### config.mk
export PLATFORM = sky130hd
export DESIGN_NAME = corsel_np
export DESIGN_NICKNAME = d
export VERILOG_FILES = /design/src/rtl/corsel_pkg.sv /design/src/rtl/corsel_pipe_reg.sv /design/src/rtl/corsel_np.sv
export SDC_FILE = /design/constraint.sdc
export NUM_CORES = 1
export LEC_CHECK = 0
export ABC_CLOCK_PERIOD_IN_PS = 4710
export CAP_MARGIN = 20
export CORE_ASPECT_RATIO = 0.5
export CORE_UTILIZATION = 53
export DETAILED_ROUTE_END_ITERATION = 6
export GPL_TIMING_DRIVEN = 1
export PLACE_DENSITY_LB_ADDON = 0.3
export SLEW_MARGIN = 5
export SYNTH_ARGS = -nofsm -noshare
export SYNTH_HDL_FRONTEND = slang
export SYNTH_HIERARCHICAL = 1
export SYNTH_SLANG_ARGS = --single-unit
### constraint.sdc
create_clock -name clk -period 4.71 [get_ports clk]
set_input_delay 1.413 -clock clk [delete_from_list [all_inputs] [get_ports clk]]
set_output_delay 1.413 -clock clk [all_outputs]
set_load 0.01 [all_outputs]
### src/rtl/corsel_pkg.sv
// Shared types and helpers for the correction-select unit.
package corsel_pkg;

  localparam int COR_CNT_W = 16;

  typedef enum logic [1:0] {
    ANY    = 2'd0,
    ALL    = 2'd1,
    NEG    = 2'd2,
    BYPASS = 2'd3
  } cor_mode_e;

  // (M - C) mod M for 0 <= C < M; C == 0 must give 0 rather than M.
  function automatic logic [31:0] neg_mod(input logic [31:0] c, input logic [31:0] m);
    if (c == 32'd0) return 32'd0;
    return m - c;
  endfunction

endpackage

### src/rtl/corsel_pipe_reg.sv
// One enabled pipeline stage carrying {valid, value, correction}.
module corsel_pipe_reg #(
  parameter int DATA_WIDTH = 18
) (
  input  logic                  clk,
  input  logic                  reset,
  input  logic                  en,
  input  logic                  in_valid,
  input  logic [DATA_WIDTH-1:0] in_value,
  input  logic [DATA_WIDTH-1:0] in_cor,
  output logic                  out_valid,
  output logic [DATA_WIDTH-1:0] out_value,
  output logic [DATA_WIDTH-1:0] out_cor
);

  always_ff @(posedge clk) begin
    if (reset) begin
      out_valid <= 1'b0;
      out_value <= '0;
      out_cor   <= '0;
    end else if (en) begin
      out_valid <= in_valid;
      out_value <= in_value;
      out_cor   <= in_cor;
    end
  end

endmodule

### src/rtl/corsel_np.sv
// Correction-select unit: carries an RNS digit alongside a registered correction
// constant chosen from the sign/flag bus, with a stallable pipeline and a saturating counter.
module corsel_np
  import corsel_pkg::*;
#(
  parameter int          DATA_WIDTH    = 18,
  parameter int          SIGN_W        = 2,
  parameter int          DEPTH         = 2,
  parameter int unsigned DIGIT_CORRECT = 0,
  parameter int unsigned MODULUS       = 2**DATA_WIDTH
) (
  input  logic                  clk,
  input  logic                  reset,
  input  logic [DATA_WIDTH-1:0] A,
  input  logic [SIGN_W-1:0]     sign_in,
  input  logic [1:0]            mode,
  input  logic                  in_valid,
  output logic                  in_ready,
  output logic [DATA_WIDTH-1:0] A_out,
  output logic [DATA_WIDTH-1:0] cor_result,
  output logic                  out_valid,
  input  logic                  out_ready,
  input  logic                  count_clr,
  output logic [COR_CNT_W-1:0]  cor_count
);

  localparam logic [DATA_WIDTH-1:0] COR_POS = DATA_WIDTH'(DIGIT_CORRECT);
  localparam logic [DATA_WIDTH-1:0] COR_NEG =
    DATA_WIDTH'(neg_mod(32'(DIGIT_CORRECT), 32'(MODULUS)));

  logic advance;

  logic                  s1_valid_reg;
  logic [DATA_WIDTH-1:0] s1_value_reg;
  logic [SIGN_W-1:0]     s1_sign_reg;
  cor_mode_e             s1_mode_reg;
  logic [DATA_WIDTH-1:0] cor_next;

  logic                  stg_valid [1:DEPTH];
  logic [DATA_WIDTH-1:0] stg_value [1:DEPTH];
  logic [DATA_WIDTH-1:0] stg_cor   [1:DEPTH];

  logic [COR_CNT_W-1:0]  count_reg;

  assign advance  = ~out_valid | out_ready;
  assign in_ready = advance;

  // Bubbles load zero data so idle slots never show stale operands downstream.
  always_ff @(posedge clk) begin
    if (reset) begin
      s1_valid_reg <= 1'b0;
      s1_value_reg <= '0;
      s1_sign_reg  <= '0;
      s1_mode_reg  <= ANY;
    end else if (advance) begin
      s1_valid_reg <= in_valid;
      s1_value_reg <= in_valid ? A : '0;
      s1_sign_reg  <= in_valid ? sign_in : '0;
      s1_mode_reg  <= cor_mode_e'(mode);
    end
  end

  always_comb begin
    cor_next = '0;
    case (s1_mode_reg)
      ANY:     if (|s1_sign_reg) cor_next = COR_POS;
      ALL:     if (&s1_sign_reg) cor_next = COR_POS;
      NEG:     if (|s1_sign_reg) cor_next = COR_NEG;
      default: cor_next = '0;
    endcase
  end

  assign stg_valid[1] = s1_valid_reg;
  assign stg_value[1] = s1_value_reg;
  assign stg_cor[1]   = cor_next;

  for (genvar gi = 2; gi <= DEPTH; gi++) begin : g_stage
    corsel_pipe_reg #(
      .DATA_WIDTH(DATA_WIDTH)
    ) u_stage (
      .clk      (clk),
      .reset    (reset),
      .en       (advance),
      .in_valid (stg_valid[gi-1]),
      .in_value (stg_value[gi-1]),
      .in_cor   (stg_cor[gi-1]),
      .out_valid(stg_valid[gi]),
      .out_value(stg_value[gi]),
      .out_cor  (stg_cor[gi])
    );
  end

  assign out_valid  = stg_valid[DEPTH];
  assign A_out      = stg_value[DEPTH];
  assign cor_result = stg_cor[DEPTH];

  // Clear wins over a coincident transfer.
  always_ff @(posedge clk) begin
    if (reset || count_clr) begin
      count_reg <= '0;
    end else if (out_valid && out_ready && (cor_result != '0) && (count_reg != '1)) begin
      count_reg <= count_reg + 1'b1;
    end
  end

  assign cor_count = count_reg;

endmodule
=== Word-level counts from Yosys, hierarchy flattened ===
Cells that the tools add are included.

* Register bits after elaboration: 38
* Logic and storage cells: 7
* Input port bits: 27

* Muxes and demuxes: 1
* Bitwise gates (word level): 2

{| class="wikitable"
|+ Operator list
! operator !! number
|-
| $mux 18 || 1
|-
| $not 1->1 || 1
|-
| $or 1x1->1 || 1
|}

=== Depth between registers and ports, before layout ===
* Depth after elaboration: 2
* Mapped depth: 8

=== Cells and area by module ===
The synthesis kept the hierarchy.

{| class="wikitable"
|+ By module, submodules not included
! module !! cells an instance !! area each (um^2) !! sequential area each (um^2) !! instances
|-
| corsel_np || 202 || 1605.3 || 700.7 || 1
|-
| corsel_pipe_reg || 119 || 1341.3 || 740.7 || 1
|}

=== Least setup slack after synthesis ===
Ideal clock, no wire load.

* Kind: input to output
* From: in out_ready
* To: out in_ready
* Arrival: 1.848 ns
* Setup slack: 1.449 ns
* Stages on the path: 3
* Buffers on the path: 1
* Cell sequence: nor2b_1 -> inv_1 -> clkbuf_1

* Word-level cells in the longest chain between the ends: 1

{| class="wikitable"
|+ Ends and longest elaborated chain
! element !! RTL line !! source
|-
| start, declared || corsel_np.sv:22 || <nowiki>input logic out_ready,</nowiki>
|-
| $or 1x1->1 || corsel_np.sv:45 || <nowiki>assign advance = ~out_valid | out_ready;</nowiki>
|-
| end, declared || corsel_np.sv:18 || <nowiki>output logic in_ready,</nowiki>
|}

Every way passes these cells.

=== Worst setup path after layout ===
Same ends and word-level chain as after synthesis.

==> impl_metrics.toml <==
[yosys]
synth_edf_count = 0
synthArstFlopShare = 0
synth_largest_area_cell = "dfxtp_1"
avgSynthCellArea_um2 = 9.18
yosys_register_bits = 72
synth_area_um2 = 2950
netlist.area_leader.share = 0.489
ys_dominant_reg_cell = "dfxtp_1"
synth_top_cells_by_count = "72 x dfxtp_1, 45 x nor2_1, 37 x mux2i_1"
sequential_element_share_of_the_synthesized_area = 0.489
synth.area.top_cells = "dfxtp_1 49%, mux2i_1 13%, nor2_1 5.7%"
ys_types = 41
netlist_instances = 321
yosys_warnings = 6
yosys.cell_count.top_type = "dfxtp_1"

[clocking]
post_cts_buffers = 0
clk-insertion-delay-late_ps = 340
clk_transition_reported_paths_ps = 70
inserted_clock_buffers = 9
cts-root-buf = "clkbuf_8"
clock_sink_count = 72
cts_resized = 0
clock_path_buffers = 2
clock_tree.htree_level_count = 3
hold_buffers = 0
cts_tree = "built"

[pwr]
pwr-share-comb = 0.088
cellInternalPower_uw = 1000
power_frac_seq = 0.495
p_switching_uw = 296
power_density_nw_per_um2 = 330
netSwitchingFraction = 0.228
leakagePower_uw = 0.00164
p_clk_frac = 0.417
vdd_ir_drop_max_mv = 0.212
total_power_uw = 1300

[floorplan]
overall_die_area_um2 = 5880
coreArea_um2 = 5130
total_i_o_pin_count = 81
placement_rows = 18
die-width_um = 107
floorplan.initialDensity = 0.574
chipHeight_um = 54.7

[sta]
final_hold_viol_count = 0
rsz_0062_raised_after_global_routing = "false"
clock_period_minus_final_worst_setup_slack_ps = 4010
finalWorstSetupSlack_ps = 699
post-route-period-util = 0.852
timing.slew.headroom = 0.351
clock.fmax_mhz = 249
maxSlewViolCount = 0
slew_of_the_pin_with_the_lowest_slew_margin_ps = 973
totalNegativeSetupSlack_ps = 0
setup_violations = 0
finClkSkew_ps = 7.03

[placement]
port_buffers = 76
detailedPlacementHpwl_um = 4410
detailedPlace.worstSlack_ps = 693
globalplace.congestion = 0.799

[detailed_routing]
drt-initial-drc-count = 118
wl_um = 6720
remaining_drc_errors = 0
drt-wirelength-per-cell_um = 14.0
vias = 2559
ant_nets = 0
detail_route.vias_per_cell = 5.33
detailedRoute.firstPassIterationCount = 4

[worst_setup_path]
critical_path.max_fanout = 3
crit_required_ps = 3300
worstSetupPathType = "in2out"
crit_top_cell = "clkdlybuf4s50_1"
critical-path-top-delay-family = "buffers and inverters"
crit_buf_inv = 3
cp.arrival_ps = 2600
path_cells = "clkdlybuf4s50_1 > nor2b_1 > inv_2 > clkdlybuf4s50_1"
startpoint_type = "input port"
worst_path_largest_cell_delay_ps = 500
setup.worst_path.end_class = "output port"
timing.critical_path.slowest_stage_cell = "clkdlybuf4s50_1"

[min_path]
holdCritPathClass = "reg2reg"

[finish]
drive_above_1_share = 0.0707
flow.area_growth_from_synthesis_pct = 33.9
num_antenna_cells = 0
fillers = 368
num-nets-final = 433

[grt]
grt_pass1_wl_um = 10500
number_of_antenna_violations_at_the_first_check_in_global_routing = 0
grt_start_max_net_pins = 60
grt_remaining_overflow = 0
grt_pass1_vias = 2359
groute.usage.overall = 0.241

[outcome]
result_of_the_run = "finished, final reports clean"

[job]
max_cap_viol_count = 0
-- per-stage QoR --
stage,std cells,cell area [um^2],utilization,hold slack (ps)
2_1_floorplan,338,3010,-,432
3_5_place_dp,464,3720,0.724,443
4_1_cts,480,3950,0.769,454
5_1_grt,480,3950,0.769,473
3_3_place_gp,464,3720,0.724,437
6_report,480,3950,0.769,456
-- worst paths after layout --
check                                       end  cells past startpoint            start  slack [ps]
worst min-delay path            s1_value_reg[4]                      2  s1_value_reg[4]         460
worst max-delay path                   in_ready                      4        out_ready         700
worst min register to register  s1_value_reg[4]                      2  s1_value_reg[4]         460
worst max register to register    cor_count[10]                      6     cor_count[0]        2590
-- cell type report --
| type | instances | area [um^2] | area share |
|---|---|---|---|
| Timing Repair Buffer | 79 | 778 | 0.197 |
| Inverter | 3 | 11.3 | 0.00285 |
| Sequential cell | 72 | 1440 | 0.365 |
| Clock buffer | 10 | 138 | 0.0349 |
| Clock inverter | 6 | 92.6 | 0.0235 |
| Multi-Input combinational cell | 240 | 1400 | 0.354 |
| Tap cell | 70 | 87.6 | 0.0222 |
-- power by group through the flow --
stage	clock, uW	sequential (uW)	combinational [uW]
detailed placement	0	658	113
finish	542	644	114
floorplan	0	662	53.4
global route	588	647	124
CTS	551	644	114
global placement	0	656	110
-- cells by family (layout without fill, tap and decap cells) --
group,after synthesis,count (layout),share of synthesized area
AND/OR/NAND/NOR,129,129,0.211
flip-flops,72,72,0.489
AO/OA/AOI/OAI,55,55,0.111
multiplexers,37,37,0.126
buffers and inverters,26,98,0.0582
adder cells (fa/ha/maj),1,1,0.00425
other,1,18,0.00127
-- layout by cell type (no fill, tap or decap), types with 2 or more instances in the layout --
master,synthesis,routed
clkdlybuf4s50_1,0,75
dfxtp_1,72,72
nor2_1,45,45
mux2i_1,37,37
a21oi_1,32,32
nand3_1,26,26
nand2_1,25,25
conb_1,1,18
clkbuf_8,0,10
o21ai_0,7,7
or4_1,6,6
nor4_1,5,5
o31ai_1,5,5
or3_1,5,5
nand4_1,4,4
o211ai_1,3,3
nor3_1,3,3
buf_4,1,3
or2_2,2,2
inv_1,3,2
bufinv_16,0,2
clkinv_4,0,2
clkinvlp_4,0,2
-- metal layers --
layer / global-route usage / part of all wire
met1: 0.260 / 0.44
met2: 0.455 / 0.49
met3: 0.0774 / 0.055
met4: 0.103 / 0.014
met5: 0 / 0
-- tightest hold or removal path, delay by kind of cell, from the launching register on --
family           cells  cell delay [ps]
flip-flops           1              310
AND/OR/NAND/NOR      1               50
AO/OA/AOI/OAI        1               50
Power figures use the tool's default switching activity.
